## config.mk

```make
export PLATFORM = sky130hd
export DESIGN_NAME = matrix_operand_loader
export DESIGN_NICKNAME = d
export VERILOG_FILES = /design/src/rtl/matrix_pkg.sv /design/src/rtl/operand_row_packer.sv /design/src/rtl/matrix_operand_loader.sv
export SDC_FILE = /design/constraint.sdc
export NUM_CORES = 1
export LEC_CHECK = 0
export CAP_MARGIN = 20
export CORE_UTILIZATION = 30
export CTS_CLUSTER_SIZE = 28
export DETAILED_ROUTE_END_ITERATION = 6
export DONT_BUFFER_PORTS = 1
export HOLD_SLACK_MARGIN = 0.05
export MAX_ROUTING_LAYER = met4
export PLACE_DENSITY_LB_ADDON = 0.12
export SLEW_MARGIN = 20
export SYNTH_ARGS = -nofsm -noshare
export SYNTH_HDL_FRONTEND = slang
export SYNTH_HIERARCHICAL = 1
export SYNTH_SLANG_ARGS = --single-unit
export TNS_END_PERCENT = 100
```

## constraint.sdc

```tcl
create_clock -name Clk -period 6.5 [get_ports Clk]
set_input_delay 0.975 -clock Clk [delete_from_list [all_inputs] [get_ports Clk]]
set_output_delay 0.975 -clock Clk [all_outputs]
set_load 0.01 [all_outputs]
```

## src/rtl/matrix_pkg.sv

```systemverilog
// Shared types and width constants for the matrix operand loader.
// Defaults mirror the accelerator's definitions.h build configuration.
package matrix_pkg;

  localparam int unsigned DefBitLength      = 8;
  localparam int unsigned DefInputPortCount = 4;
  localparam int unsigned DefAddressLength  = 4;
  localparam int unsigned DefIssueGap       = 4;

  // One lane carries a double-width product operand.
  function automatic int unsigned lane_width(input int unsigned bit_length);
    return 2 * bit_length;
  endfunction

  localparam int unsigned DefLaneW = lane_width(DefBitLength);
  localparam int unsigned DefRowW  = DefInputPortCount * DefLaneW;
  localparam int unsigned DefRowsW = DefAddressLength + 1;

  typedef enum logic [2:0] {
    StIdle,
    StFillA,
    StFillB,
    StIssue,
    StGap,
    StRead,
    StDone
  } loader_state_e;

endpackage

```

## src/rtl/operand_row_packer.sv

```systemverilog
// Packs a serial lane stream into one flat operand row register.
// Lanes fill low to high; row_full flags the beat that writes the last lane.
module operand_row_packer
  import matrix_pkg::*;
#(
  parameter int unsigned LANES  = DefInputPortCount,
  parameter int unsigned LANE_W = DefLaneW
) (
  input  logic                    clk,
  input  logic                    rst,
  input  logic                    load,
  input  logic                    valid,
  input  logic [LANE_W-1:0]       data,
  output logic [LANES*LANE_W-1:0] row,
  output logic                    row_full
);

  localparam int unsigned LaneCntW = (LANES > 1) ? $clog2(LANES) : 1;
  localparam logic [LaneCntW-1:0] LastLane = LaneCntW'(LANES - 1);

  logic [LaneCntW-1:0]     lane_q, lane_d;
  logic [LANES*LANE_W-1:0] row_q, row_d;
  logic                    beat;

  always_comb begin
    beat     = load & valid;
    row_full = beat && (lane_q == LastLane);
    lane_d   = lane_q;
    row_d    = row_q;
    if (beat) begin
      lane_d = row_full ? '0 : lane_q + LaneCntW'(1);
      for (int k = 0; k < int'(LANES); k++) begin
        if (lane_q == LaneCntW'(k)) row_d[k*LANE_W +: LANE_W] = data;
      end
    end
  end

  always_ff @(posedge clk) begin
    if (rst) begin
      lane_q <= '0;
      row_q  <= '0;
    end else begin
      lane_q <= lane_d;
      row_q  <= row_d;
    end
  end

  assign row = row_q;

endmodule

```

## src/rtl/matrix_operand_loader.sv

```systemverilog
// Row-by-row operand feeder for the matrix accelerator: fills both operand buses,
// issues each row with mStart, then walks the result buffer with bufferRD.
module matrix_operand_loader
  import matrix_pkg::*;
#(
  parameter int unsigned BIT_LENGTH       = DefBitLength,
  parameter int unsigned INPUT_PORT_COUNT = DefInputPortCount,
  parameter int unsigned ADDRESS_LENGTH   = DefAddressLength,
  parameter int unsigned ISSUE_GAP        = DefIssueGap,
  localparam int unsigned LaneW = lane_width(BIT_LENGTH),
  localparam int unsigned RowW  = INPUT_PORT_COUNT * LaneW
) (
  input  logic                      Clk,
  input  logic                      Rst,
  input  logic                      cmd_valid,
  output logic                      cmd_ready,
  input  logic [ADDRESS_LENGTH:0]   cmd_rows,
  input  logic                      cmd_add,
  input  logic                      cmd_direct,
  input  logic                      s_valid,
  output logic                      s_ready,
  input  logic [LaneW-1:0]          s_data,
  output logic [RowW-1:0]           multiplier_input,
  output logic [RowW-1:0]           multiplicand_input,
  output logic [ADDRESS_LENGTH-1:0] AddressSelect,
  output logic                      mStart,
  output logic                      bufferRD,
  output logic                      Add,
  output logic                      direct,
  output logic                      done
);

  localparam int unsigned RowsW = ADDRESS_LENGTH + 1;
  localparam int unsigned GapW  = (ISSUE_GAP > 2) ? $clog2(ISSUE_GAP) : 1;
  localparam logic [RowsW-1:0] MaxRows = RowsW'(2 ** ADDRESS_LENGTH);
  localparam logic [GapW-1:0]  GapLast = GapW'((ISSUE_GAP > 1) ? ISSUE_GAP - 2 : 0);

  loader_state_e state_q, state_d;

  logic [RowsW-1:0]          rows_q, rows_d;
  logic [RowsW-1:0]          row_q, row_d, row_inc;
  logic [RowsW-1:0]          rd_q, rd_d;
  logic [GapW-1:0]           gap_q, gap_d;
  logic                      add_q, add_d;
  logic                      direct_q, direct_d;
  logic [ADDRESS_LENGTH-1:0] addr_q, addr_d;
  logic                      mstart_q, bufrd_q, done_q;
  logic                      full_a, full_b, advance_row;
  logic                      fill_a, fill_b;

  assign fill_a    = (state_q == StFillA);
  assign fill_b    = (state_q == StFillB);
  assign cmd_ready = (state_q == StIdle);
  assign s_ready   = fill_a | fill_b;

  operand_row_packer #(
    .LANES  (INPUT_PORT_COUNT),
    .LANE_W (LaneW)
  ) u_pack_mult (
    .clk      (Clk),
    .rst      (Rst),
    .load     (fill_a),
    .valid    (s_valid),
    .data     (s_data),
    .row      (multiplier_input),
    .row_full (full_a)
  );

  operand_row_packer #(
    .LANES  (INPUT_PORT_COUNT),
    .LANE_W (LaneW)
  ) u_pack_mcand (
    .clk      (Clk),
    .rst      (Rst),
    .load     (fill_b),
    .valid    (s_valid),
    .data     (s_data),
    .row      (multiplicand_input),
    .row_full (full_b)
  );

  always_comb begin
    state_d     = state_q;
    rows_d      = rows_q;
    row_d       = row_q;
    rd_d        = '0;
    gap_d       = '0;
    add_d       = add_q;
    direct_d    = direct_q;
    advance_row = 1'b0;
    row_inc     = row_q + RowsW'(1);

    unique case (state_q)
      StIdle: begin
        if (cmd_valid) begin
          rows_d   = (cmd_rows > MaxRows) ? MaxRows : cmd_rows;
          add_d    = cmd_add;
          direct_d = cmd_direct;
          row_d    = '0;
          state_d  = (cmd_rows == '0) ? StDone : StFillA;
        end
      end
      StFillA: if (full_a) state_d = StFillB;
      StFillB: if (full_b) state_d = StIssue;
      StIssue: begin
        if (ISSUE_GAP > 1) state_d = StGap;
        else advance_row = 1'b1;
      end
      StGap: begin
        if (gap_q == GapLast) advance_row = 1'b1;
        else gap_d = gap_q + GapW'(1);
      end
      StRead: begin
        rd_d = rd_q + RowsW'(1);
        if (rd_q == rows_q - RowsW'(1)) state_d = StDone;
      end
      StDone:  state_d = StIdle;
      default: state_d = StIdle;
    endcase

    // Row count is one bit wider than the address, so the end compare never aliases.
    if (advance_row) begin
      row_d   = row_inc;
      state_d = (row_inc == rows_q) ? StRead : StFillA;
    end

    addr_d = addr_q;
    if (state_d == StIssue) addr_d = row_q[ADDRESS_LENGTH-1:0];
    else if (state_d == StRead) addr_d = rd_d[ADDRESS_LENGTH-1:0];
  end

  // Strobes and address are registered from next-state so outputs line up with the state.
  always_ff @(posedge Clk) begin
    if (Rst) begin
      state_q  <= StIdle;
      rows_q   <= '0;
      row_q    <= '0;
      rd_q     <= '0;
      gap_q    <= '0;
      add_q    <= 1'b0;
      direct_q <= 1'b0;
      addr_q   <= '0;
      mstart_q <= 1'b0;
      bufrd_q  <= 1'b0;
      done_q   <= 1'b0;
    end else begin
      state_q  <= state_d;
      rows_q   <= rows_d;
      row_q    <= row_d;
      rd_q     <= rd_d;
      gap_q    <= gap_d;
      add_q    <= add_d;
      direct_q <= direct_d;
      addr_q   <= addr_d;
      mstart_q <= (state_d == StIssue);
      bufrd_q  <= (state_d == StRead);
      done_q   <= (state_d == StDone);
    end
  end

  assign AddressSelect = addr_q;
  assign mStart        = mstart_q;
  assign bufferRD      = bufrd_q;
  assign Add           = add_q;
  assign direct        = direct_q;
  assign done          = done_q;

endmodule

```

### Yosys cells after proc, flatten, opt, wreduce, memory -nomap -nowiden

Cells that the tools add are included.

| cells by class | value |
|---|---|
| magnitude comparators | 1 |
| bitwise gates (word level) | 5 |
| eq/ne operators | 17 |
| $add $sub $neg | 6 |
| reduce and logical (&&, ||, !) cells | 21 |
| multiplexer cells | 19 |

Operators with widths:

| cell | number |
|---|---|
| $mux W3 | 7 |
| $mux W5 | 4 |
| $reduce_and A2 Y1 | 10 |
| $pmux W3 S6 | 1 |
| $eq A3 B3 Y1 const B | 4 |
| $mux W4 | 3 |
| $add A5 B1 Y5 const B | 2 |
| $eq A2 B2 Y1 const B | 5 |
| $eq A5 B5 Y1 | 2 |
| $eq A3 B2 Y1 const B | 3 |
| $add A2 B1 Y2 const B | 3 |
| $reduce_bool A2 Y1 | 3 |
| $gt A5 B5 Y1 const B | 1 |
| $logic_not A5 Y1 | 1 |
| $sub A5 B1 Y5 const B | 1 |
| $eq A2 B1 Y1 const B | 2 |
| $logic_not A2 Y1 | 2 |
| $mux W2 | 2 |
| $eq A3 B1 Y1 const B | 1 |
| $logic_not A3 Y1 | 1 |
| $reduce_or A3 Y1 | 1 |
| $and A1 B1 Y1 | 2 |
| $logic_and A1 B1 Y1 | 2 |
| $mux W1 | 2 |
| other kinds (3) | 4 |

| word-level totals | value |
|---|---|
| word-level logic and storage cells | 91 |
| bits in registers | 161 |
| output and inout bits | 139 |
| bits of input ports | 27 |

### Logic depth before layout (Yosys ltp)

| depth | value |
|---|---|
| word-level depth | 9 |
| gate-level depth with buffers | 15 |
| mapped depth without buffers | 10 |

### By module

Netlist, hierarchy kept.

Modules (own cells, without submodules):

| module | area each (µm²) | cells each | seq. area each (µm²) | instances |
|---|---|---|---|---|
| operand_row_packer | 2,756.4 | 246 | 1,321.3 | 2 |
| matrix_operand_loader | 1,585.3 | 184 | 580.6 | 1 |

### Worst setup path after synthesis

Ideal clock, no wire load.

| timing | value |
|---|---|
| path type | input -> register |
| start point | in s_valid |
| end point | reg addr_q[3] (netlist: AddressSelect[3]) |
| cell stages on the path | 12 |
| library setup time | 0.058 ns |
| arrival time | 2.481 ns |
| setup slack | 3.961 ns |
| required time | 6.442 ns |
| path buffers | 4 |
| path through | buf_6 -> nand3_1 -> buf_6 -> buf_6 -> inv_1 -> nand4bb_1 -> buf_2 -> o311a_2 -> nand2_1 -> o22ai_2 -> o221a_1 -> o21a_1 |

| on the way | value |
|---|---|
| longest elaborated chain between the ends | 7 |
| elaborated cells between the ends (all ways) | 12 |
| classes of those cells | eq/ne (2); mux (5); bitwise (2); reduce/logical (3) |

RTL lines:

| element | RTL line | text |
|---|---|---|
| start: declaration | matrix_operand_loader.sv:20 | `input logic s_valid,` |
| $and A1 B1 Y1 * | operand_row_packer.sv:26 | `beat = load & valid;` |
| $logic_and A1 B1 Y1 * | operand_row_packer.sv:27 | `row_full = beat && (lane_q == LastLane);` |
| via full_b | matrix_operand_loader.sv:48 | `logic full_a, full_b, advance_row;` |
| $mux W3 * | matrix_operand_loader.sv:104 | `StFillB: if (full_b) state_d = StIssue;` |
| $pmux W3 S6 * | matrix_operand_loader.sv:93 | `unique case (state_q)` |
| $mux W3 * | matrix_operand_loader.sv:122 | `if (advance_row) begin` |
| $eq A3 B2 Y1 or $eq A3 B3 Y1 (tied branches) | matrix_operand_loader.sv:128, matrix_operand_loader.sv:129 |  |
| $mux W4 or $reduce_bool A2 Y1 (tied branches) | n/a |  |
| end signal: assignment | matrix_operand_loader.sv:154 | `addr_q <= addr_d;` |
| end: declaration | matrix_operand_loader.sv:46 | `logic [ADDRESS_LENGTH-1:0] addr_q, addr_d;` |

The timed path passes the listed nets; every way through them passes the cells marked *.
A chain may end at the register's enable or synchronous reset.

### Worst setup path after layout

| timing | value |
|---|---|
| start point | reg state_q[1] |
| end point | reg addr_q[3] (netlist: AddressSelect[3]) |

| on the way | value |
|---|---|
| longest elaborated chain between the ends | 8 |
| elaborated cells between the ends (all ways) | 23 |
| classes of those cells | eq/ne (7); mux (10); bitwise (2); reduce/logical (4) |

RTL lines:

| element | RTL line | text |
|---|---|---|
| start: declaration | matrix_operand_loader.sv:38 | `loader_state_e state_q, state_d;` |
| start signal: assignment | matrix_operand_loader.sv:135 | `state_q <= StIdle;` |
| start signal: assignment | matrix_operand_loader.sv:147 | `state_q <= state_d;` |
| $eq A3 B2 Y1 * | matrix_operand_loader.sv:52 | `assign fill_b = (state_q == StFillB);` |
| via fill_b | matrix_operand_loader.sv:49 | `logic fill_a, fill_b;` |
| $and A1 B1 Y1 * | operand_row_packer.sv:26 |  |
| $logic_and A1 B1 Y1 * | operand_row_packer.sv:27 |  |
| via full_b | matrix_operand_loader.sv:48 |  |
| $mux W3 * | matrix_operand_loader.sv:104 |  |
| $pmux W3 S6 * | matrix_operand_loader.sv:93 |  |
| $mux W3 * | matrix_operand_loader.sv:122 |  |
| $eq A3 B2 Y1 or $eq A3 B3 Y1 (tied branches) | matrix_operand_loader.sv:128, matrix_operand_loader.sv:129 |  |
| $mux W4 or $reduce_bool A2 Y1 (tied branches) | n/a |  |

The timed path passes the listed nets; every way through them passes the cells marked *. The select of a mux whose other input is x is not followed.

==> metrics.md <==
| Metric | Value |
|---|---|
| Synthesized area per cell | 10.5 sq um |
| Tmin final | 3.54 ns |
| Synth Flop Type | dfxtp_1 |
| Syn_nets | 715 |
| Worst-path clk slew | 0.06 ns |
| CORE AREA | 0.0229 sq mm |
| Post-synth cell types | 50 |
| Skew-Pair Late Insertion Delay | 0.43 ns |
| DRC | 0 |
| Initial antenna violation count | 0 |
| Initial Utilization | 31.0% |
| Vias in the first global route | 4568 |
| Most frequent cells in the layout | nand2b_1, dfxtp_1, mux2i_1 |
| Setup Skew | 0.00719 ns |
| Clk sinks | 161 |
| Worst slew margin | 45.8% |
| FILL cells | 2336 |
| Count of final max-slew check failures | 0 |
| Pwr Density | 273 mW/mm^2 |
| Final Hold Vio Count | 0 |
| Post-Synthesis Cells | 676 |
| Share of cells above drive strength 1 | 8.14% |
| Total gr overflow | 0 |
| Hpwl dp | 13.1 mm |
| Kind of critical path | register to register |
| Post-route antenna net violation count | 0 |
| R2R Setup Slk | 2.96 ns |
| I/O Buffers | 0 |
| Fin Hold WS | 0.413 ns |
| Commonest non-fill, non-tap cell in the layout | nand2b_1 |
| Post-CTS Hold Buffers | 0 |
| CTS-repair resized insts | 0 |
| GRT Overall Usage | 15.8% |
| First-pass GRT wire length | 27.9 mm |
| Max VDD drop | 0.108 mV |
| Worst r2r src | state_q[1]$_SDFF_PP0_ |
| CTS H-Tree Depth | 4 |
| Sequential fraction of the synthesis area | 45.4% |
| Ant diodes | 0 |
| Routed WL | 18.4 mm |
| Worst Hold End | gap_q[0]$_SDFF_PP0_ |
| Crit path max fanout | 17 |
| Vias | 4583 |
| Status | complete, no violations |
| Yosys warns | 6 |
| Die Wd | 156 um |
| DRT Pass-1 Iters | 4 |
| Root Driver | clkbuf_16 |
| Setup crit end kind | register |
| Setup Fix Bufs, Post-CTS | 0 |
| I/O pin total | 166 |
| Slew @ Worst Pin | 0.810 ns |
| Inst Count DP | 945 |
| Startpoint types | register |
| Row cnt | 55 |
| FFs w/ async S/R, synth | 0% |
| Area of the die | 0.0243 sq mm |
| Post-route setup TNS | 0 ns |
| Synth Register Bits | 161 |
| Worst Hold Depth | 1 |
| Pin count of the biggest net entering global routing | 190 |
| Routability-driven placement congestion ratio | 0.804 |
| Util after Layout | 34.0% |
| Type of the worst min-delay path | register to register |
| Num CTS Buffers | 17 |
| Synthesis-to-layout area growth | 9.84% |
| First DRT Iteration DRCs | 222 |
| Die Y | 156 um |
| Leak | 3.36 nW |
| Final Cycle Share | 54.5% |
| Fmax | 0.282 GHz |
| WP data required | 6.82 ns |
| Hold Path Origin | gap_q[0]$_SDFF_PP0_ |
| NumNets Final | 690 |
| CTS tree | yes |
| CP arrival | 3.86 ns |
| EDFF count, synth | 0 |
| Final setup vio count | 0 |
| Worst flop-to-flop path endpoint | AddressSelect[3]$_SDFFE_PP0P_ |
| Post-Syn Area | 0.00710 sq mm |
| Worst R2R Path Depth | 10 |
| MaxCap Viol Count | 0 |
| Number of vias per cell | 4.70 |
| Clk buf depth | 2 |
| Cell Count, Final, Fillers Out | 976 |
| WL/cell | 18.8 um |
| RSZ-0062 raised after global routing | false |
-- layer usage --
layer / global-route usage [%] / vias to the layer above / routed length (um)
met5: - / - / 0
met4: 5.23 / 0 / 184
met3: 5.61 / 11 / 1590
met2: 24.0 / 131 / 8420
met1: 19.3 / 2222 / 8180
li1: - / 2219 / -
-- through the flow --
step / worst slack [ns] / power [mW] / area [sq um]
after global routing: 2.61 / 2.21 / 7800
after floorplan: 3.96 / 1.12 / 7100
after detailed placement: 2.59 / 1.12 / 7180
after CTS: 2.57 / 2.16 / 7790
after global placement: 2.76 / 1.12 / 7180
final: 2.96 / 2.13 / 7800
-- layout make-up --
cell class	count	area, sq um	area share [%]
multi-input cells	461	3540	45.4
flip-flops and latches	161	3220	41.3
clock buffers	18	439	5.63
well taps	313	392	5.02
clock inverters	13	163	2.09
inverters	10	37.5	0.481
-- power by group --
part / internal [mW] / leakage (nW) / switching [mW]
registers: 0.997 / 1.30 / 0.0165
logic: 0.0410 / 1.78 / 0.0466
clock network: 0.613 / 0.288 / 0.413
-- critical path, cell delays in order, from the launching register on --
cell and delay (ns):
dfxtp_1 0.59, nand2b_1 0.16, nor2_1 0.65, nand3_2 0.65, inv_1 0.19, nand4bb_1 0.36, o311a_2 0.31, nand2_1 0.09
o22ai_2 0.11, o221a_1 0.24, o21a_1 0.09
-- how the worst max path moves through the flow --
| stage | slack, ns | to | from | cells past startpoint |
|---|---|---|---|---|
| floorplan | 3.96 | AddressSelect[3]$_SDFFE_PP0P_ | s_valid | 12 |
| global placement | 2.76 | AddressSelect[3]$_SDFFE_PP0P_ | state_q[1]$_SDFF_PP0_ | 10 |
| detailed placement | 2.59 | AddressSelect[3]$_SDFFE_PP0P_ | state_q[1]$_SDFF_PP0_ | 10 |
| CTS | 2.57 | AddressSelect[3]$_SDFFE_PP0P_ | state_q[1]$_SDFF_PP0_ | 10 |
| global route | 2.61 | AddressSelect[3]$_SDFFE_PP0P_ | state_q[1]$_SDFF_PP0_ | 10 |
| finish | 2.96 | AddressSelect[3]$_SDFFE_PP0P_ | state_q[1]$_SDFF_PP0_ | 10 |
-- sequential cells by signal (all words and copies together), names as in the netlist --
register / cells
bufferRD: 1
u_pack_mult/lane_q: 2
direct: 1
gap_q: 2
rd_q: 5
state_q: 3
row_q: 5
rows_q: 5
u_pack_mcand/lane_q: 2
u_pack_mcand/row: 64
mStart: 1
done: 1
Add: 1
u_pack_mult/row: 64
AddressSelect: 4
-- kinds of logic after synthesis --
group                    synth area share (%)
flip-flops                               45.4
AND/OR/NAND/NOR                          22.8
XOR/XNOR                                 2.22
AO/OA/AOI/OAI                            4.53
multiplexers                             18.1
buffers and inverters                    4.83
adder cells (fa/ha/maj)                  2.12
-- synth_stat cells, drive strengths merged, types with 9 or more instances --
library cell / number / area share (%)
nor2: 12 / 0.63
nand3: 18 / 1.8
nand2: 16 / 0.85
mux2i: 128 / 18
a21oi: 21 / 1.5
nor3: 9 / 0.63
xor2: 11 / 1.4
o21ai: 10 / 0.71
inv: 10 / 0.53
clkbuf: 20 / 1.1
nand2b: 165 / 15
dfxtp: 161 / 45
buf: 24 / 3.2
ha: 12 / 2.1
No activity file was read; power rests on OpenSTA's default activity.
